[src/rtl/bank_pkg.sv]
// Shared types and default constants for the bank read-side controller.
package bank_pkg;

  typedef enum logic [2:0] {
    IDLE,
    DESC,
    LOAD,
    STREAM,
    GAP
  } rd_state_t;

  localparam int cBANK_BITS = 8;
  localparam int cLEN_W     = 11;
  localparam int cIFG       = 12;

  // Gap counter width; a zero gap still needs a 1-bit register to stay legal.
  function automatic int ifg_cnt_w(input int ifg);
    return (ifg > 0) ? $clog2(ifg + 1) : 1;
  endfunction

endpackage

[src/rtl/bank_skid2.sv]
// Two-entry skid FIFO holding returned bank bytes with their sof/eof tags
// until the egress port accepts them.
module bank_skid2
  import bank_pkg::*;
#(
  parameter int pBITS = cBANK_BITS
) (
  input  logic             clk,
  input  logic             rst,
  input  logic             push_i,
  input  logic [pBITS-1:0] push_data_i,
  input  logic             push_sof_i,
  input  logic             push_eof_i,
  input  logic             pop_i,
  output logic [1:0]       occ_o,
  output logic [pBITS-1:0] head_data_o,
  output logic             head_sof_o,
  output logic             head_eof_o
);

  typedef struct packed {
    logic             sof;
    logic             eof;
    logic [pBITS-1:0] data;
  } entry_t;

  entry_t     mem_q [2];
  logic       rd_ptr_q;
  logic       wr_ptr_q;
  logic [1:0] occ_q;
  logic       pop_ok;
  logic       push_ok;

  assign pop_ok  = pop_i && (occ_q != 2'd0);
  assign push_ok = push_i && ((occ_q != 2'd2) || pop_ok);

  // NOTE: the two storage entries are reset along with the pointers so the
  // egress data bus reads zero out of reset rather than X; at two entries
  // this is cheap, unlike resetting a real RAM.
  always_ff @(posedge clk or posedge rst) begin
    if (rst) begin
      mem_q[0] <= '0;
      mem_q[1] <= '0;
      rd_ptr_q <= 1'b0;
      wr_ptr_q <= 1'b0;
      occ_q    <= 2'd0;
    end else begin
      // NOTE: every register here uses <= so all of them see the pre-edge
      // values of each other; blocking = would make results order-dependent.
      if (push_ok) begin
        mem_q[wr_ptr_q] <= '{sof: push_sof_i, eof: push_eof_i, data: push_data_i};
        wr_ptr_q        <= ~wr_ptr_q;
      end
      if (pop_ok) begin
        rd_ptr_q <= ~rd_ptr_q;
      end
      case ({push_ok, pop_ok})
        2'b10:   occ_q <= occ_q + 2'd1;
        2'b01:   occ_q <= occ_q - 2'd1;
        default: occ_q <= occ_q;
      endcase
    end
  end

  assign occ_o       = occ_q;
  assign head_data_o = mem_q[rd_ptr_q].data;
  assign head_sof_o  = mem_q[rd_ptr_q].sof;
  assign head_eof_o  = mem_q[rd_ptr_q].eof;

endmodule

[src/rtl/bank_frame_reader.sv]
// Drains one stored frame at a time from a bank byte FIFO onto an egress
// stream, covering the FIFO read latency, backpressure and inter-frame gap.
module bank_frame_reader
  import bank_pkg::*;
#(
  parameter int pBITS  = cBANK_BITS,
  parameter int pLEN_W = cLEN_W,
  parameter int pIFG   = cIFG
) (
  input  logic              iclk,
  input  logic              ireset,
  input  logic              idesc_empty,
  input  logic [pLEN_W-1:0] idesc_len,
  output logic              odesc_rd,
  input  logic              ififo_empty,
  input  logic [pBITS-1:0]  ififo_data,
  output logic              ofifo_rd,
  output logic              otx_valid,
  output logic [pBITS-1:0]  otx_data,
  output logic              otx_sof,
  output logic              otx_eof,
  input  logic              itx_ready,
  output logic              oerr_len,
  output logic              obusy
);

  localparam int IFG_W = ifg_cnt_w(pIFG);

  rd_state_t         state_q;
  logic [pLEN_W-1:0] rem_q;
  logic [pLEN_W-1:0] txcnt_q;
  logic [IFG_W-1:0]  ifg_q;
  logic              inflight_q;
  logic              inflight_sof_q;
  logic              inflight_eof_q;
  logic              first_rd_q;

  logic [1:0]        occ;
  logic [pBITS-1:0]  head_data;
  logic              head_sof;
  logic              head_eof;
  logic              pop;
  logic              rd_en;
  logic [2:0]        fill;

  assign pop  = otx_valid && itx_ready;
  assign fill = {1'b0, occ} + {2'b00, inflight_q};

  // Reads start in LOAD so the first byte reaches the port four cycles after
  // the descriptor strobe; a same-cycle pop frees a slot for the next read.
  always_comb begin
    // NOTE: rd_en gets a default before any branch so no path leaves it
    // unassigned, which would otherwise infer a latch.
    rd_en = 1'b0;
    if ((state_q == LOAD || state_q == STREAM) && !ififo_empty && (rem_q != '0)) begin
      rd_en = (fill < (3'd2 + {2'b00, pop}));
    end
  end

  always_ff @(posedge iclk or posedge ireset) begin
    if (ireset) begin
      state_q        <= IDLE;
      rem_q          <= '0;
      txcnt_q        <= '0;
      ifg_q          <= '0;
      inflight_q     <= 1'b0;
      inflight_sof_q <= 1'b0;
      inflight_eof_q <= 1'b0;
      first_rd_q     <= 1'b0;
    end else begin
      inflight_q     <= rd_en;
      inflight_sof_q <= rd_en && first_rd_q;
      inflight_eof_q <= rd_en && (rem_q == pLEN_W'(1));
      if (rd_en) begin
        rem_q      <= rem_q - pLEN_W'(1);
        first_rd_q <= 1'b0;
      end
      if (pop) begin
        txcnt_q <= txcnt_q - pLEN_W'(1);
      end

      case (state_q)
        IDLE: begin
          if (!idesc_empty) state_q <= DESC;
        end
        DESC: begin
          rem_q      <= idesc_len;
          txcnt_q    <= idesc_len;
          first_rd_q <= 1'b1;
          state_q    <= LOAD;
        end
        LOAD: begin
          state_q <= (txcnt_q == '0) ? IDLE : STREAM;
        end
        STREAM: begin
          if (pop && head_eof) begin
            if (pIFG > 0) begin
              state_q <= GAP;
              ifg_q   <= IFG_W'(pIFG);
            end else begin
              state_q <= IDLE;
            end
          end
        end
        GAP: begin
          ifg_q <= ifg_q - IFG_W'(1);
          if (ifg_q <= IFG_W'(1)) state_q <= IDLE;
        end
        default: state_q <= IDLE;
      endcase
    end
  end

  bank_skid2 #(
    .pBITS(pBITS)
  ) u_skid (
    .clk        (iclk),
    .rst        (ireset),
    .push_i     (inflight_q),
    .push_data_i(ififo_data),
    .push_sof_i (inflight_sof_q),
    .push_eof_i (inflight_eof_q),
    .pop_i      (pop),
    .occ_o      (occ),
    .head_data_o(head_data),
    .head_sof_o (head_sof),
    .head_eof_o (head_eof)
  );

  // The strobe is masked by reset so every output is low while it is held.
  assign odesc_rd  = (state_q == IDLE) && !idesc_empty && !ireset;
  assign ofifo_rd  = rd_en;
  assign otx_valid = (occ != 2'd0);
  assign otx_data  = head_data;
  assign otx_sof   = otx_valid && head_sof;
  assign otx_eof   = otx_valid && head_eof;
  assign oerr_len  = (state_q == LOAD) && (txcnt_q == '0);
  assign obusy     = (state_q != IDLE);

endmodule

[config.mk]
export PLATFORM = sky130hd
export DESIGN_NAME = bank_frame_reader
export DESIGN_NICKNAME = d
export VERILOG_FILES = /design/src/rtl/bank_pkg.sv /design/src/rtl/bank_skid2.sv /design/src/rtl/bank_frame_reader.sv
export SDC_FILE = /design/constraint.sdc
export NUM_CORES = 1
export LEC_CHECK = 0
export CAP_MARGIN = 20
export CORE_ASPECT_RATIO = 0.9
export CORE_MARGIN = 2
export CORE_UTILIZATION = 41
export CTS_CLUSTER_DIAMETER = 200
export DETAILED_ROUTE_END_ITERATION = 16
export DONT_BUFFER_PORTS = 1
export GPL_ROUTABILITY_DRIVEN = 0
export PLACE_DENSITY = 0.64
export SYNTH_ARGS = -nofsm -noshare
export SYNTH_HDL_FRONTEND = slang
export SYNTH_HIERARCHICAL = 1
export SYNTH_SLANG_ARGS = --single-unit
export TNS_END_PERCENT = 20
[constraint.sdc]
create_clock -name iclk -period 2.9 [get_ports iclk]
set_input_delay 0.29 -clock iclk [delete_from_list [all_inputs] [get_ports iclk]]
set_output_delay 0.29 -clock iclk [all_outputs]
set_load 0.005 [all_outputs]
# After elaboration in Yosys (flattened, before gate mapping)

Cells that the tools add are included.
Widths: inputs -> output; s select.

Flip-flop bits (word level): 57
Output and inout bits: 15

Reductions and logical operators: 30
Multiplexer cells: 21
Magnitude comparators: 5
Bitwise logic cells: 4
Eq/ne operators: 11
$add $sub $neg: 7

Operators by type and width:

| cell                  | number |
|---|---|
| $mux 11               | 4 |
| $mux 10               | 4 |
| $sub 11x1->11 const B | 2 |
| $bwmux 20             | 1 |
| $pmux 3 s5            | 1 |
| $logic_and 1x1->1     | 14 |
| $eq 11x1->1 const B   | 1 |
| $logic_not 11->1      | 1 |
| $reduce_bool 11->1    | 1 |
| $demux 10 s1          | 1 |
| $reduce_bool 2->1     | 5 |
| $mux 3                | 3 |
| $pmux 4 s2            | 1 |
| $eq 3x2->1 const B    | 2 |
| $ne 2x2->1 const B    | 3 |
| $ge 2x2->1 const B    | 2 |
| $le 4x1->1 const B    | 1 |
| $mux 4                | 1 |
| $not 1->2             | 2 |
| $pmux 2 s2            | 1 |
| $sub 4x1->4 const B   | 1 |
| $add 2x1->3           | 1 |
| $add 2x1->3 const A   | 1 |
| $eq 3x1->1 const B    | 1 |
| 17 further kinds      | 23 |

# Logic depth before layout (Yosys ltp)

Gate-level depths: netlist (run 1).

Depth after elaboration: 7
Gate-level depth with buffers: 8

# Hierarchy

The synthesis (run 1) kept the hierarchy.

By module, submodules not included:

| module            | instances | sequential area each (µm²) | area an instance (µm²) | cells each |
|---|---|---|---|---|
| bank_frame_reader | 1         | 825.8                      | 1839.3                 | 198 |
| bank_skid2        | 1         | 600.6                      | 1116.1                 | 70 |

# Worst setup path after synthesis (run 1)

Ideal clock, no wire load.

Path kind: register to register
Start point: reg u_skid.occ_q[0] (netlist: u_skid/occ_o[0])
End point: reg rem_q[9]
Period minus slack after synthesis: 2.018 ns
Setup time: 0.082 ns
Data required time: 2.818 ns
Stages on the path, launching flop included: 7
Arrival time: 1.936 ns
Buffers on the path: 0
Slack: 0.882 ns
Cells stage by stage: dfrtp_1 ha_1 ha_1 nor3_4 nand3_2 or4_1 a31oi_1

Longest elaborated chain between the ends: 6

RTL lines:

| item                          | line                     | source |
|---|---|---|
| start, declared               | bank_skid2.sv:30         | `logic [1:0] occ_q;` |
| start signal, assigned        | bank_skid2.sv:58         | `2'b10: occ_q <= occ_q + 2'd1;` |
| start signal, assigned        | bank_skid2.sv:59         | `2'b01: occ_q <= occ_q - 2'd1;` |
| start signal, assigned        | bank_skid2.sv:60         | `default: occ_q <= occ_q;` |
| $reduce_bool 2->1             | bank_frame_reader.sv:133 | `assign otx_valid = (occ != 2'd0);` |
| $logic_and 1x1->1             | bank_frame_reader.sv:46  | `assign pop = otx_valid && itx_ready;` |
| $add 2x1->3                   | bank_frame_reader.sv:56  | `rd_en = (fill < (3'd2 + {2'b00, pop}));` |
| $lt 3x3->1 *                  | bank_frame_reader.sv:56  |  |
| $mux 1 *                      | bank_frame_reader.sv:55  | `if ((state_q == LOAD \|\| state_q == STREAM) && !ififo_empty && (rem_q != '0)) begin` |
| $reduce_bool 2->1 (no line) * | --                       |  |
| end signal, assigned          | bank_frame_reader.sv:75  | `rem_q <= rem_q - pLEN_W'(1);` |
| end signal, assigned          | bank_frame_reader.sv:87  | `rem_q <= idesc_len;` |
| end, declared                 | bank_frame_reader.sv:30  | `logic [pLEN_W-1:0] rem_q;` |

Every way passes the cells marked *; elsewhere a longest branch is shown, timed or not.
A chain may end at the register's enable or synchronous reset.

# Worst setup path in the final report (run 1)

Start point: reg u_skid.occ_q[0] (netlist: u_skid/occ_o[0])
End point: out ofifo_rd

Longest elaborated chain between the ends: 5

RTL lines:

| item              | line                     | source |
|---|---|---|
| $reduce_bool 2->1 | bank_frame_reader.sv:133 |  |
| $logic_and 1x1->1 | bank_frame_reader.sv:46  |  |
| $add 2x1->3       | bank_frame_reader.sv:56  |  |
| $lt 3x3->1 *      | bank_frame_reader.sv:56  |  |
| $mux 1 *          | bank_frame_reader.sv:55  |  |
| end, declared     | bank_frame_reader.sv:17  | `output logic ofifo_rd,` |

Marked as above.

==> key figures, run 1 <==
Status
  – Outcome: finished, final reports clean

STA
  – Share of the clock period used by the worst path: 0.795
  – Number of hold violations in the final report: 0
  – Final setup TNS: 0 ns
  – RSZ-0062 raised after global routing: false
  – Relative slew slack: 0.387
  – Tightest hold margin: 0.0510 ns
  – Clock tree skew after final layout: 0.00693 ns
  – Highest Clock Rate: 434 MHz
  – Count of pins over their slew limit: 0
  – Least-Margin Pin Slew: 0.918 ns
  – Final number of setup-violating endpoints: 0
  – Minimum period implied by the final worst setup slack: 2.31 ns

Clocking
  – TritonCTS buffer count: 9
  – Maximum count of clock buffers along a single path: 2
  – Total number of H-tree levels: 3
  – CTS tree: yes
  – # Post-CTS Setup Buffers: 0
  – Clock sinks: 57
  – Clk Tree Root Cell: sky130_fd_sc_hd__clkbuf_8
  – Clock Pin Slew Worst Setup and Hold Paths: 0.07 ns
  – Clock latency of the later-clocked register in the worst-skew pair: 0.33 ns

Layout
  – Fillers: 670
  – Layout cell share with drive strength beyond 1: 0.216
  – Final antenna diode count: 0
  – Cell area after layout: 3270 sq um
  – Synth-to-Final Area Change: 10.8%
  – Post-Layout Cell Count: 375
  – Net count of the finished layout: 309

Global routing
  – Total global routing track utilization: 0.161
  – First-pass GRT wire length: 9840 um
  – Final global-route overflow total: 0
  – Met3 usage in global routing: 0.0736
  – Pin count of the biggest net entering global routing: 34
  – Met2 usage: 0.237
  – Most Crowded Layer GR: met2
  – Via count of the first global-routing pass: 2006
  – Global-route track usage on met1: 0.214
  – Number of antenna violations at the first check in global routing: 0

Synthesis
  – Synth Instances: 268
  – Synth Net Count: 300
  – Mean instance size in the synthesized netlist: 11.0 sq um
  – Proportion of register bits with asynchronous set or reset after synthesis: 1.00
  – Synth unique cells: 51
  – Seq/Total Area, Yosys: 0.483
  – Most frequently used flop master after synthesis: sky130_fd_sc_hd__dfrtp_1
  – Area leader, netlist: sky130_fd_sc_hd__dfrtp_1
  – Number of synthesized flops with an enable pin: 0
  – Leading cell types by count after synthesis: sky130_fd_sc_hd__dfrtp_1, sky130_fd_sc_hd__mux2_2, sky130_fd_sc_hd__nand2_1, sky130_fd_sc_hd__nor2_1, sky130_fd_sc_hd__a21oi_1
  – Leading cell type by number of instances after synthesis: sky130_fd_sc_hd__dfrtp_1
  – Yosys top cell area share: 0.483
  – Yosys warnings: 6
  – Top cells by area in the synthesized netlist: sky130_fd_sc_hd__dfrtp_1, sky130_fd_sc_hd__mux2_2, sky130_fd_sc_hd__mux2_4
  – Number of register bits inferred by synthesis: 57
  – Total standard cell area after synthesis: 2960 sq um

Routing
  – Total DRC errors in the routed layout: 0
  – Number of vias per cell: 5.35
  – Number of DRC violations after detailed-routing iteration 0: 93
  – Final wirelength: 5810 um
  – Via count: 2006
  – Final ANT Viol Nets: 0
  – Routed wire per std cell: 15.5 um
  – TritonRoute pass-1 iters: 4

Critical path
  – CP max-delay cell: sky130_fd_sc_hd__dfrtp_1
  – Setup CP Type: reg -> out
  – Series of cell instances along the critical path: ha_1 -> ha_1 -> nor3_4 -> nand3_2 -> inv_1
  – Setup slack, reg-to-reg: 0.64 ns
  – Startpoint of the worst setup timing path: u_skid/occ_o[0]
  – Startpoint type of the worst setup path: flop
  – Most numerous cell on the critical path: sky130_fd_sc_hd__ha_1
  – Combined buffer and inverter count along the critical path: 1
  – Data required, critical path: 2.61 ns
  – R2r endpoint: rem_q[9]
  – Top delay family on crit path: simple AND/OR/NAND/NOR gates
  – Count of cells along the worst register-to-register path: 6
  – Max stage delay on crit path: 0.48 ns
  – Arrival time of the worst setup path: 2.02 ns
  – Startpoint of the most critical register-to-register path: u_skid/occ_o[0]
  – Critical Path Fanout Max: 9
  – Kind of capture point of the worst setup path: output pin

Die
  – Area of the die: 7900 sq um
  – Die height: 84.5 um
  – # rows: 29
  – Core region area: 7000 sq um
  – Die Width: 93.5 um
  – Starting utilization of the core area: 0.422
  – Total I/O pin count: 39

Pwr
  – Leakage Power: 1.38 nW
  – Max IR drop VDD: 0.000421 V
  – Power per standard cell area: 1010 nW/um^2

Placement
  – Area after detailed placement: 3060 sq um
  – Number of buffers inserted by port buffering: 0
  – Cell count after placement: 357
  – HPWL after detailed placement: 4050 um

Run
  – Number of violations of the max-capacitance limit: 0

Min path
  – Path type of the worst min-delay path: in -> async
==> power by group <==
group | leakage, nW | switching (mW) | internal (mW)
clock network | 0.0953 | 0.318 | 0.417
logic | 0.591 | 0.525 | 0.629
registers | 0.693 | 0.295 | 1.11
total | 1.38 | 1.14 | 2.16
==> layer usage <==
layer,wire length [um],up-vias
met5,0,-
met4,52,0
met3,471,6
met2,2600,47
met1,2690,982
li1,-,971
==> repair_timing <==
item                                    in CTS  in global routing
endpoints found under the hold margin       33                  0
hold buffers                                 1                  0
endpoints found under the setup margin       0                  0
gates resized for setup                      0                  0
==> flip-flops by register name, summed over array words and instances (netlist names), 2 cells and up <==
signal,cells
ifg_q,4
state_q,3
rem_q,11
u_skid/occ_o,2
txcnt_q,11
u_skid/mem_q,20
==> area by class of cell <==
cell class / count / area [sq um] / share of cell area
multi-input combinational: 194 / 1460 / 0.445
inverter: 11 / 41.3 / 0.0126
sequential: 57 / 1430 / 0.436
clock inverter: 5 / 55.1 / 0.0168
clock buffer: 11 / 141 / 0.0432
timing repair buffer: 4 / 36.3 / 0.0111
tap: 93 / 116 / 0.0356
==> placed cells by master, fill, tap and decap left out, types with 3 or more instances in the layout <==
| cell type | netlist | routed |
|---|---|---|
| sky130_fd_sc_hd__a21oi_1 | 13 | 13 |
| sky130_fd_sc_hd__a22o_1 | 4 | 4 |
| sky130_fd_sc_hd__a31oi_1 | 3 | 3 |
| sky130_fd_sc_hd__and2_1 | 3 | 3 |
| sky130_fd_sc_hd__clkbuf_8 | 0 | 10 |
| sky130_fd_sc_hd__dfrtp_1 | 57 | 57 |
| sky130_fd_sc_hd__ha_1 | 8 | 8 |
| sky130_fd_sc_hd__inv_1 | 11 | 11 |
| sky130_fd_sc_hd__mux2_2 | 21 | 21 |
| sky130_fd_sc_hd__mux2_4 | 10 | 10 |
| sky130_fd_sc_hd__nand2_1 | 20 | 20 |
| sky130_fd_sc_hd__nand2b_1 | 4 | 4 |
| sky130_fd_sc_hd__nand3_1 | 4 | 4 |
| sky130_fd_sc_hd__nand4_1 | 3 | 3 |
| sky130_fd_sc_hd__nor2_1 | 20 | 20 |
| sky130_fd_sc_hd__nor3_1 | 9 | 9 |
| sky130_fd_sc_hd__nor3b_1 | 3 | 3 |
| sky130_fd_sc_hd__nor4_1 | 3 | 3 |
| sky130_fd_sc_hd__o21ai_0 | 9 | 9 |
| sky130_fd_sc_hd__or3_1 | 7 | 7 |
| sky130_fd_sc_hd__xnor2_1 | 10 | 10 |
| sky130_fd_sc_hd__xor2_1 | 9 | 9 |
==> cell families after synthesis <==
logic type                 share of synthesized area
AOI/OAI and AO/OA                             0.0872
xor gates and xnor gates                      0.0563
adders and majority gates                     0.0339
buffers and inverters                         0.0246
DFF                                            0.483
muxes                                          0.131
and+or+nand+nor                                0.185
==> worst max-delay path by stage <==
stage	end	slack, ns	cells after the start
after floorplan	rem_q[9]	0.88	6
after global placement	u_skid/mem_q[15]	0.52	5
after detailed placement	u_skid/mem_q[13]	0.43	5
after CTS	u_skid/mem_q[13]	0.44	5
after global routing	rem_q[10]	0.40	7
final	ofifo_rd	0.59	5
==> worst register-to-register path: cells and delay by family (launching register included) <==
family	cells	cell delay [ns]
adder cells (fa/ha/maj)	2	0.44
AND/OR/NAND/NOR	3	1.11
AO/OA/AOI/OAI	1	0.16
flip-flops	1	0.48
==> stage by stage <==
step	total power, mW	setup slack (ns)	utilization
final	3.30	0.595	0.467
after global routing	3.55	0.403	0.467
after CTS	3.32	0.436	0.466
after detailed placement	2.56	0.433	0.436
after global placement	2.53	0.520	0.436
after floorplan	2.33	0.882	-
Power figures use the tool's default switching activity.
==> run 2, diff against run 1 <==
- clock period: 2.9 -> 2.3 ns (I/O delays scaled with it)
==> run 2 against run 1 <==
The run now ends with hold timing left. Largest power group unchanged. First-iteration DRC count grew 1.1%. Sequential cell count unchanged. Hold slack lost 0.076 ns.
==> key figures, run 2 (synthesized netlist as in run 1, its figures left out) <==
STA
  – Share of the clock period used by the worst path: 0.970
  – Highest Clock Rate: 448 MHz
  – Relative slew slack: 0.271 (-0.116)
  – Tightest hold margin: -0.0248 ns (-0.0758 ns)
  – Count of pins over their slew limit: 0 (unchanged)
  – Final setup TNS: 0 ns (unchanged)
  – Number of hold violations in the final report: 24 (+24)
  – Least-Margin Pin Slew: 1.09 ns (+0.170 ns)
  – Final number of setup-violating endpoints: 0 (unchanged)
  – Final Worst Setup Slack: 0.0683 ns (-0.527 ns)
  – Minimum period implied by the final worst setup slack: 2.23 ns
  – Clock tree skew after final layout: 0.00852 ns (+0.00159 ns)
  – RSZ-0062 raised after global routing: true

Clocking
  – Clk Tree Root Cell: sky130_fd_sc_hd__clkbuf_8
  – CTS tree: yes
  – # Post-CTS Setup Buffers: 0 (unchanged)
  – Clock latency of the later-clocked register in the worst-skew pair: 0.34 ns (about the same)
  – Total number of H-tree levels: 3 (unchanged)
  – Clock Pin Slew Worst Setup and Hold Paths: 0.07 ns (about the same)
  – Clock sinks: 57 (unchanged)
  – Maximum count of clock buffers along a single path: 2 (unchanged)
  – TritonCTS buffer count: 9 (unchanged)

Placement
  – HPWL after detailed placement: 4280 um (+5.7%)
  – Worst-case setup slack after placement: 0.149 ns (-0.285 ns)
  – Area after detailed placement: 3110 sq um (+1.7%)
  – Cell count after placement: 364 (+2.0%)
  – Number of buffers inserted by port buffering: 0 (unchanged)

Layout
  – Synth-to-Final Area Change: 14.5%
  – Net count of the finished layout: 315 (+1.9%)
  – Largest reg by FF count: u_skid/mem_q
  – Cell area after layout: 3380 sq um (+3.4%)
  – Most common library cell in the layout ignoring fill and taps: sky130_fd_sc_hd__dfrtp_1
  – Layout Utilization: 0.483 (+0.0157)
  – Post-Layout Cell Count: 381 (+1.6%)
  – Top Registers: u_skid/mem_q: 20 flops, rem_q: 11 flops, txcnt_q: 11 flops
  – Commonest cells after routing, fill and taps aside: sky130_fd_sc_hd__dfrtp_1, sky130_fd_sc_hd__mux2_2, sky130_fd_sc_hd__nand2_1, sky130_fd_sc_hd__nor2_1, sky130_fd_sc_hd__a21oi_1
  – Final antenna diode count: 0 (unchanged)
  – Layout cell share with drive strength beyond 1: 0.240 (+0.0233)
  – Largest register FFs: 20 (unchanged)

Global routing
  – Via count of the first global-routing pass: 2055 (+2.4%)
  – Pin count of the biggest net entering global routing: 34 (unchanged)
  – Final global-route overflow total: 0 (unchanged)
  – First-pass GRT wire length: 9870 um (+0.35%)
  – Number of antenna violations at the first check in global routing: 0 (unchanged)
  – Total global routing track utilization: 0.163 (+0.00119)

Die
  – Total I/O pin count: 39 (unchanged)
  – Die Width: 93.5 um (unchanged)
  – Area of the die: 7900 sq um (unchanged)
  – Starting utilization of the core area: 0.422 (unchanged)
  – # rows: 29 (unchanged)
  – Die height: 84.5 um (unchanged)
  – Core region area: 7000 sq um (unchanged)

Routing
  – Total DRC errors in the routed layout: 0 (unchanged)
  – Final ANT Viol Nets: 0 (unchanged)
  – TritonRoute pass-1 iters: 4 (unchanged)
  – Final wirelength: 6010 um (+3.3%)
  – Number of DRC violations after detailed-routing iteration 0: 94 (+1.1%)
  – Routed wire per std cell: 15.8 um (+1.7%)
  – Via count: 2041 (+1.7%)
  – Number of vias per cell: 5.36 (+0.14%)

Critical path
  – Combined buffer and inverter count along the critical path: 3 (+2)
  – Most numerous cell on the critical path: sky130_fd_sc_hd__inv_1
  – Top delay family on crit path: simple AND/OR/NAND/NOR gates
  – Crit. path cell count: 7 (+2)
  – Max stage delay on crit path: 0.41 ns (-0.07 ns)
  – Setup slack, reg-to-reg: 0.09 ns (-0.55 ns)
  – Startpoint of the most critical register-to-register path: rem_q[0]
  – Kind of capture point of the worst setup path: output pin
  – Startpoint of the worst setup timing path: rem_q[0]
  – Arrival time of the worst setup path: 2.00 ns (-0.02 ns)
  – Count of cells along the worst register-to-register path: 7 (+1)
  – CP max-delay cell: sky130_fd_sc_hd__dfrtp_1
  – Setup CP Type: reg -> out
  – Series of cell instances along the critical path: inv_1 -> ha_1 -> nor3b_2 -> nand4b_1 -> nand3_2 -> buf_4 -> inv_1
  – Data required, critical path: 2.07 ns (-0.54 ns)
  – Critical Path Fanout Max: 5 (-4)
  – Startpoint type of the worst setup path: flop
  – R2r endpoint: rem_q[8]

Min path
  – Path type of the worst min-delay path: in -> async

Pwr
  – Max IR drop VDD: 0.000609 V (+45%)
  – Power per standard cell area: 1330 nW/um^2 (+32%)
  – Overall power after layout: 4.49 mW (+36%)
  – Leakage Power: 1.44 nW (+4.3%)

Status
  – Violations in the final reports: hold timing
  – Outcome: finished with violations

Run
  – Number of violations of the max-capacitance limit: 0 (unchanged)
==> run 2: power breakdown <==
part / leakage (nW) / switching [mW] / internal, mW
sequential: 0.693 / 0.327 / 1.40
combinational: 0.619 / 0.735 / 0.838
clock: 0.127 / 0.404 / 0.781
==> run 2: worst max-delay path by stage <==
stage / endpoint
3_3_place_gp: rem_q[8]
4_1_cts: oerr_len
2_1_floorplan: rem_q[9]
6_report: ofifo_rd
5_1_grt: rem_q[8]
3_5_place_dp: rem_q[8]
==> run 2: cell type report <==
class / instances / area, sq um
Timing Repair Buffer: 10 / 77.6
Clock inverter: 4 / 98.8
Tap cell: 93 / 116
Multi-Input combinational cell: 194 / 1470
Inverter: 11 / 41.3
Fill cell: 626 / 3620
Clock buffer: 12 / 155
Sequential cell: 57 / 1430
==> run 2: metal layers <==
metal,GRT usage,part of all wire,up-vias
met5,0,0,-
met4,0.0561,0.0083,0
met3,0.0601,0.060,7
met2,0.241,0.45,43
met1,0.220,0.48,1007
li1,-,-,984
==> run 2: repair_timing <==
| action | CTS | global route |
|---|---|---|
| gates resized for setup | 1 | 1 |
| hold buffers | 1 | 0 |
| endpoints found under the setup margin | 1 | 4 |
| endpoints found under the hold margin | 33 | 0 |
==> run 3, diff against run 2 <==
- ABC_CLOCK_PERIOD_IN_PS: default -> 1810
- MAX_ROUTING_LAYER: default -> met4
- PLACE_DENSITY: 0.64 -> 0.66
- clock period: 2.3 -> 1.81 ns (I/O delays scaled with it)
==> run 3 against run 2 <==
The run ends with setup timing left. Via count is 10% higher. Critical path depth is 2 lower. Clock skew is 0.0014 ns lower. Clock-buffer cell count stayed put. Largest cell class unchanged. Highest routed layer unchanged. Non-clock buffer count is 53 higher. Critical endpoint is now oerr_len. Setup slack worse by 0.29 ns. Global-route usage is 1.9 points higher. Core utilization is 9.6 points higher. Final cell count is 14% higher. Die area stayed put. Largest power group is now combinational cells. Hold slack better by 0.044 ns.
==> key figures, run 3 (synthesized netlist as in run 1, its figures left out) <==
Status
  – Outcome: finished with violations
  – Violations in the final reports: setup timing

Clocking
  – Clock sinks: 57 (unchanged)
  – CTS tree: yes
  – Clk Tree Root Cell: sky130_fd_sc_hd__clkbuf_8
  – Total number of H-tree levels: 3 (unchanged)
  – Maximum count of clock buffers along a single path: 2 (unchanged)
  – TritonCTS buffer count: 9 (unchanged)
  – Clock latency of the later-clocked register in the worst-skew pair: 0.34 ns (about the same)
  – Clock Pin Slew Worst Setup and Hold Paths: 0.07 ns (about the same)

Pwr
  – Leakage Power: 1.71 nW (+19%)
  – Power per standard cell area: 1650 nW/um^2 (+24%)
  – Max IR drop VDD: 0.000913 V (+50%)

Global routing
  – First-pass GRT wire length: 10600 um (+7.8%)
  – Number of antenna violations at the first check in global routing: 0 (unchanged)
  – Total global routing track utilization: 0.182 (+0.0190)
  – Via count of the first global-routing pass: 2255 (+9.7%)
  – Final global-route overflow total: 0 (unchanged)
  – Pin count of the biggest net entering global routing: 34 (unchanged)

Die
  – Total I/O pin count: 39 (unchanged)
  – Die Width: 93.5 um (unchanged)
  – # rows: 29 (unchanged)
  – Area of the die: 7900 sq um (unchanged)
  – Starting utilization of the core area: 0.422 (unchanged)
  – Die height: 84.5 um (unchanged)
  – Core region area: 7000 sq um (unchanged)

Layout
  – Layout Utilization: 0.579 (+0.0959)
  – Net count of the finished layout: 368 (+17%)
  – Commonest cells after routing, fill and taps aside: sky130_fd_sc_hd__dfrtp_1, sky130_fd_sc_hd__buf_4, sky130_fd_sc_hd__mux2_2
  – Layout cell share with drive strength beyond 1: 0.408 (+0.168)
  – Most common library cell in the layout ignoring fill and taps: sky130_fd_sc_hd__dfrtp_1
  – Synth-to-Final Area Change: 37.2%
  – Largest reg by FF count: u_skid/mem_q
  – Fillers: 614 (-1.9%)
  – Top Registers: u_skid/mem_q: 20 flops, rem_q: 11 flops, txcnt_q: 11 flops
  – Final antenna diode count: 0 (unchanged)
  – Largest register FFs: 20 (unchanged)

Routing
  – Final wirelength: 6530 um (+8.6%)
  – Number of DRC violations after detailed-routing iteration 0: 65 (-31%)
  – Routed wire per std cell: 15.0 um (-4.6%)
  – Via count: 2254 (+10%)
  – Total DRC errors in the routed layout: 0 (unchanged)
  – TritonRoute pass-1 iters: 4 (unchanged)
  – Final ANT Viol Nets: 0 (unchanged)
  – Number of vias per cell: 5.19 (-3.1%)

STA
  – Tightest hold margin: 0.0194 ns (+0.0442 ns)
  – Least-Margin Pin Slew: 0.756 ns (-0.332 ns)
  – Relative slew slack: 0.496 (+0.224)
  – Final number of setup-violating endpoints: 12 (+12)
  – Final Worst Setup Slack: -0.219 ns (-0.287 ns)
  – Share of the clock period used by the worst path: 1.12
  – Count of pins over their slew limit: 0 (unchanged)
  – RSZ-0062 raised after global routing: true
  – Highest Clock Rate: 493 MHz
  – Minimum period implied by the final worst setup slack: 2.03 ns
  – Clock tree skew after final layout: 0.00715 ns (-0.00137 ns)
  – Number of hold violations in the final report: 0 (-100%)

Critical path
  – Setup CP Type: reg -> out
  – Startpoint of the worst setup timing path: txcnt_q[3]
  – Critical Path Fanout Max: 2 (-3)
  – Startpoint of the most critical register-to-register path: rem_q[0]
  – R2r endpoint: rem_q[8]
  – Arrival time of the worst setup path: 1.85 ns (-0.15 ns)
  – Data required, critical path: 1.63 ns (-0.44 ns)
  – Startpoint type of the worst setup path: flop
  – Kind of capture point of the worst setup path: output pin
  – Count of cells along the worst register-to-register path: 7 (unchanged)
  – Setup slack, reg-to-reg: -0.20 ns (-0.29 ns)

Placement
  – Number of buffers inserted by port buffering: 0 (unchanged)
  – HPWL after detailed placement: 4400 um (+2.6%)

Min path
  – Path type of the worst min-delay path: in -> reg
  – Worst hold path stage count: 2
  – Launch point of the worst hold path: idesc_len[0]
  – End point of the most critical hold path: rem_q[0]

Run
  – Number of violations of the max-capacitance limit: 0 (unchanged)
run 3: changes by cell type in the layout (fill, tap and decap cells not counted), moves of 5 or more:
cell,before,now
sky130_fd_sc_hd__dfrtp_1,57,52
sky130_fd_sc_hd__buf_4,9,42
sky130_fd_sc_hd__dfrtp_2,0,5
sky130_fd_sc_hd__dlygate4sd3_1,1,14
sky130_fd_sc_hd__buf_6,0,6
run 3: report_power, final:
part,internal (mW),switching [mW]
clock,1.03,0.500
combinational,1.69,1.27
sequential,1.79,0.404
total,4.51,2.18
run 3: worst max path at each step:
stage                                   to  slack, ns  cells after the start
after CTS                         oerr_len      -0.27                      5
after global routing              oerr_len      -0.31                      5
after global placement            oerr_len      -0.18                      5
after detailed placement  u_skid/mem_q[14]      -0.22                      5
final                             oerr_len      -0.22                      5
after floorplan                   rem_q[9]      -0.08                      6
run 3: worst max-delay path: stages, from the launching register on:
cell	delay, ns
sky130_fd_sc_hd__dfrtp_1	0.39
sky130_fd_sc_hd__or3_4	0.40
sky130_fd_sc_hd__nor4b_4	0.28
sky130_fd_sc_hd__buf_4	0.15
sky130_fd_sc_hd__nor3b_2	0.16
sky130_fd_sc_hd__buf_4	0.13
run 3: repair_timing:
action,4_1_cts,5_1_grt
pin swaps,8,13
buffers inserted,4,5
gates resized for setup,18,21
gates cloned,0,0
hold buffers,14,0
setup endpoints to repair,19,26
hold endpoints to repair,81,0
run 3: cell type report:
type                    instances  area (sq um)  area share
clock buffers                  12           165      0.0407
clock inverters                 4          97.6      0.0241
inverters                      11          43.8      0.0108
multi-input cells             194          1660       0.409
flip-flops and latches         57          1430       0.353
well taps                      93           116      0.0287
repair buffers                 63           543       0.134
run 3: metal layers:
metal	wire length, um	part of all wire	global-route usage
met1	2930	0.45	0.222
met2	3200	0.49	0.279
met3	300	0.046	0.0539
met4	101	0.015	0.0802
met5	0	0	-
run 3: stage by stage:
step	std cells	setup TNS, ns	setup WS (ns)	power (mW)	instance area [sq um]
2_1_floorplan	268	-0.231	-0.0782	3.82	3000
3_3_place_gp	395	-2.39	-0.183	4.58	3400
4_1_cts	429	-1.11	-0.272	6.51	3940
5_1_grt	434	-2.77	-0.312	7.10	4060
3_5_place_dp	395	-2.96	-0.217	4.64	3400
6_report	434	-0.911	-0.219	6.68	4060
==> edit 1, RTL diff (settings of run 2) <==
Set the package constant `cIFG` to 6 (it was 12).
--- a/src/rtl/bank_pkg.sv
+++ b/src/rtl/bank_pkg.sv
@@ -13,3 +13,3 @@
   localparam int cLEN_W     = 11;
-  localparam int cIFG       = 12;
+  localparam int cIFG       = 6;
 
Formal check against the unedited RTL: no difference found for any inputs over 10 cycles, from zero or initial values and one cycle with ireset high; that may be too few to reach the edited logic, so the function may still have changed.
==> edit 1 against run 2 <==
The run still ends with negative hold slack left. Routed wire length fell by 8.9%. Core utilization is 0.83 points lower. Non-clock buffer count up 3. Sequential cell count is 1 lower. Final area is 6.6% lower. Total power fell by 13%. Setup slack barely moved. Clock power down 52%. Area after synthesis down 3.2%. Highest routed layer unchanged.
==> edit 1: results (changes against run 2) <==
| Metric | Value |
|---|---|
| Run status | `complete, but fails checks (unchanged)` |
| Violated checks | `negative hold slack (unchanged)` |
| Pin count of the biggest net entering global routing | `31 (was 34)` |
| GR met3 Demand/Resource | `3.993% (was 6.014%)` |
| Clock power share | `14.5% (was 26.4%)` |
| Worst VDD drop | `0.6681 mV (was 0.6092 mV)` |
| Final HPWL DP | `3884 um (was 4285 um)` |
| Slew margin rel. | `39.47% (was 27.15%)` |
| Part of the Yosys area used for sequential elements | `48.97% (was 48.26%)` |
| Total CTS buffers | `5 (was 9)` |
| Placed inst area | `0.002984 mm2 (was 0.003108 mm2)` |
| Count of final hold-check violations | `24 (unchanged)` |
| Global-route total usage across every layer | `15.01% (was 16.26%)` |
| Syn Nets | `289 (was 300)` |
| Pleak | `1.299 nW (was 1.438 nW)` |
| Wire length on met2 | `2463 um (was 2712 um)` |
| Routed length on met3 | `232 um (was 361 um)` |
| Met1 Track Usage GR | `20.88% (was 22.00%)` |
| Initial antenna violation count | `0 (unchanged)` |
| Layout cells sized above 1 | `23.62% (was 23.96%)` |
| CP top delay family | `simple AND/OR/NAND/NOR gates (unchanged)` |
| Clk_lat worst skew | `310 ps (was 340 ps)` |
| Final net count | `302 (was 315)` |
| First-pass GRT wire length | `9218 um (was 9873 um)` |
| Fillers | `605 (was 626)` |
| Sequential fraction of design power | `46.0% (was 38.5%)` |
| Distinct cell type count after synthesis | `43 (was 51)` |
| Layout Skew | `14.65 ps (was 8.520 ps)` |
| Hold_ws | `-14.99 ps (was -24.84 ps)` |
| Largest cells by area after synthesis | `dfrtp_1 (49%), mux2_2 (7.9%), mux2_4 (5.2%) (was dfrtp_1 (48%), mux2_2 (8.0%), mux2_4 (5.1%))` |
| H-tree level count | `2 (was 3)` |
| Wl on met1 | `2710 um (was 2883 um)` |
| WL per Instance | `15.16 um (was 15.77 um)` |
| Arrival @ worst endpoint | `2470 ps (was 2000 ps)` |
| Worst-path clk slew | `110 ps (was 70 ps)` |
| CP max-delay cell | `dfrtp_1 (unchanged)` |
| Vias in the first global route | `1916 (was 2055)` |
| R2R depth | `7 (unchanged)` |
| CP Max Fanout | `5 (unchanged)` |
| Worst hold path class | `input pin to asynchronous set/reset pin (unchanged)` |
| Synth top cells by count | `dfrtp_1 (56), nor2_1 (21), mux2_2 (20), a21oi_1 (18), nand2_1 (13) (was dfrtp_1 (57), mux2_2 (21), nand2_1 (20), nor2_1 (20), a21oi_1 (13))` |
| Vias per Instance | `5.352 (was 5.357)` |
| Post-synth ARST share | `100.0% (unchanged)` |
| Met2 Use GR | `22.79% (was 24.07%)` |
| Cell internal pwr | `2.477 mW (was 3.021 mW)` |
| Sw power | `1.438 mW (was 1.466 mW)` |
| Initial drt markers | `68 (was 94)` |
| Final WL | `5473 um (was 6007 um)` |
-- edit 1: cell count changes after synthesis, moves of 3 or more --
cell / change
nand2_1: -7
a22o_1: -4
nor3b_1: -3
nand4_1: +7
a21oi_1: +5
-- edit 1: area by class of cell --
| cell class | count | area, um2 | area share [%] |
|---|---|---|---|
| multi-input combinational | 183 | 1408 | 44.54 |
| sequential | 56 | 1401 | 44.34 |
| tap | 90 | 112.6 | 3.563 |
| timing repair buffer | 13 | 103.9 | 3.286 |
| clock buffer | 5 | 68.82 | 2.177 |
| inverter | 11 | 41.29 | 1.306 |
| clock inverter | 3 | 25.02 | 0.7918 |
-- edit 1: cell families after synthesis --
kind of cell	synth area share, %
and+or+nand+nor	16.88
DFF	48.97
AOI/OAI and AO/OA	8.439
muxes	13.12
xor gates and xnor gates	6.427
buffers and inverters	2.667
adders and majority gates	3.498
-- edit 1: final timing paths --
| check | startpoint | to | slack, ps |
|---|---|---|---|
| max in group asynchronous | ireset | txcnt_q[9] | 1220 |
| min in group iclk | ififo_data[3] | u_skid/mem_q[13] | 50 |
| hold / removal | ireset | u_skid/occ_o[1] | -10 |
| setup / recovery | inflight_q | rem_q[7] | 70 |
| setup reg to reg | inflight_q | rem_q[7] | 70 |
| hold reg to reg | first_rd_q | inflight_sof_q | 490 |
-- edit 1: what timing repair did --
action                                  4_1_cts  5_1_grt
hold buffers                                  1        0
endpoints found under the setup margin        0        4
gates resized for setup                       0        6
hold endpoints to repair                     16        0
setup buffers                                 0        5
-- edit 1: through the flow --
stage                     TNS (ps)  setup slack, ps  hold slack [ps]  cells
after floorplan                  0            252.2            244.6    257
after global placement           0            178.6            277.3    346
after detailed placement         0            121.7            291.0    346
after CTS                        0            22.28            11.62    355
after global routing        -82.31           -69.21            26.37    361
final                            0            68.75           -14.99    361
==> edit 2, RTL diff (settings of run 2) <==
Without the edit above. Make the reset (`ireset` and `rst`) synchronous in 2 clocked blocks.
--- a/src/rtl/bank_skid2.sv
+++ b/src/rtl/bank_skid2.sv
@@ -39,3 +39,3 @@
   // this is cheap, unlike resetting a real RAM.
-  always_ff @(posedge clk or posedge rst) begin
+  always_ff @(posedge clk) begin
     if (rst) begin
--- a/src/rtl/bank_frame_reader.sv
+++ b/src/rtl/bank_frame_reader.sv
@@ -59,3 +59,3 @@
 
-  always_ff @(posedge iclk or posedge ireset) begin
+  always_ff @(posedge iclk) begin
     if (ireset) begin
Behaviour: differs if ireset is asserted again (counterexample within 4 cycles, from zero or initial values and one cycle with ireset high); with ireset held inactive, the same outputs for 10 cycles.
==> edit 2 against run 2 <==
Critical path depth decreased by 4. Sequential cell count rose by 1. Register-to-register slack better by 60 ps. Largest cell class unchanged. Count of clock-buffer cells in the layout is 3 lower. Setup slack improved by 15 ps. Via count rose by 12%. Final area shrank 0.26%. Area after synthesis rose by 1.0%. Core utilization shrank 0.37 points. First-iteration DRC count increased by 2.1%. Routed wire length rose by 7.7%.
Power is not compared: it rests on default switching activity, and its combinational part moved more than twofold at a synthesized area within 25%.
==> edit 2: results (changes against run 2) <==
| Metric | Value |
|---|---|
| Run status | `completed (was complete, but fails checks)` |
| #MultiIn Comb | `217 (was 194)` |
| Part of the Yosys area used for sequential elements | `45.60% (was 48.26%)` |
| Layout Skew | `5.095 ps (was 8.520 ps)` |
| Post-synthesis mux area share | `4.526% (was 13.08%)` |
| Repair and plain buffers | `14 (was 10)` |
| Fillers | `689 (was 626)` |
| Pre-CTS setup slack | `194.5 ps (was 148.7 ps)` |
| Post-Synth XOR/XNOR Area | `4.107% (was 5.631%)` |
| Layout cells sized above 1 | `16.46% (was 23.96%)` |
| RR Endpoint | `u_skid/occ_o[1] (was rem_q[8])` |
| Design area | `0.003374 mm2 (was 0.003383 mm2)` |
| First-pass GRT wire length | `10710 um (was 9873 um)` |
| Flop2flop setup slack | `150 ps (was 90 ps)` |
| Distinct cell type count after synthesis | `54 (was 51)` |
| Fin worst setup slack | `83.72 ps (was 68.33 ps)` |
| Synth Area in Compound Gates | `14.08% (was 8.721%)` |
| Placed inst area | `0.003148 mm2 (was 0.003108 mm2)` |
| CP Launch Point | `txcnt_q[5] (was rem_q[0])` |
| Pin count of the biggest net entering global routing | `32 (was 34)` |
| R2R Path Start | `u_skid/occ_o[0] (was rem_q[0])` |
| Syn Nets | `330 (was 300)` |
| Top FF cell, synth | `dfxtp_1 (was dfrtp_1)` |
| WL per Instance | `15.82 um (was 15.77 um)` |
| Post-synth EDFFs | `20 (was 0)` |
| DR vias | `2277 (was 2041)` |
[edit 2: worst min-delay path by stage]
stage / from / end / slack (ps) / depth (start not counted)
3_3_place_gp: ireset / state_q[1] / 300 / 1
2_1_floorplan: idesc_len[10] / rem_q[10] / 370 / 2
3_5_place_dp: ireset / ifg_q[2] / 300 / 1
6_report: ireset / rem_q[5] / 20 / 1
5_1_grt: ireset / rem_q[5] / 9 / 1
4_1_cts: ireset / rem_q[5] / 2 / 1
[edit 2: cells by family (layout without fill, tap and decap cells)]
group | Yosys count | count (layout)
muxes | 12 | 12
adders and majority gates | 8 | 8
and+or+nand+nor | 119 | 119
xor gates and xnor gates | 14 | 14
buffers and inverters | 23 | 41
DFF | 58 | 58
AOI/OAI and AO/OA | 64 | 64
[edit 2: what timing repair did]
item,CTS,global route
hold buffers,1,0
endpoints found under the setup margin,0,3
resized for setup,0,3
hold endpoints to repair,19,0
[edit 2: per-stage QoR]
stage | std cells | TNS [ps]
global placement | 392 | 0
global route | 409 | -15.63
finish | 409 | 0
CTS | 409 | 0
floorplan | 298 | 0
detailed placement | 392 | 0
[edit 2: power groups by stage]
stage	Sequential, mW	Clock (mW)	Combinational, mW
2_1_floorplan	1.26	0	0.488
3_3_place_gp	1.28	0	0.636
3_5_place_dp	1.29	0	0.641
4_1_cts	1.26	1.02	0.651
5_1_grt	1.29	1.08	0.730
6_report	1.27	0.993	0.656
[edit 2: routing by layer]
layer / vias up / global-route usage (%) / routed length [um]
li1: 1135 / - / -
met3: 8 / 5.062 / 402
met1: 1078 / 22.62 / 3025
met5: - / 0 / 0
met4: 0 / 6.324 / 77
met2: 56 / 27.14 / 2964
[edit 2: critical path, cell delays in order (launching register included)]
cell	delay, ps
dfxtp_1	350
or4_4	560
or4_1	610
nor2_2	140
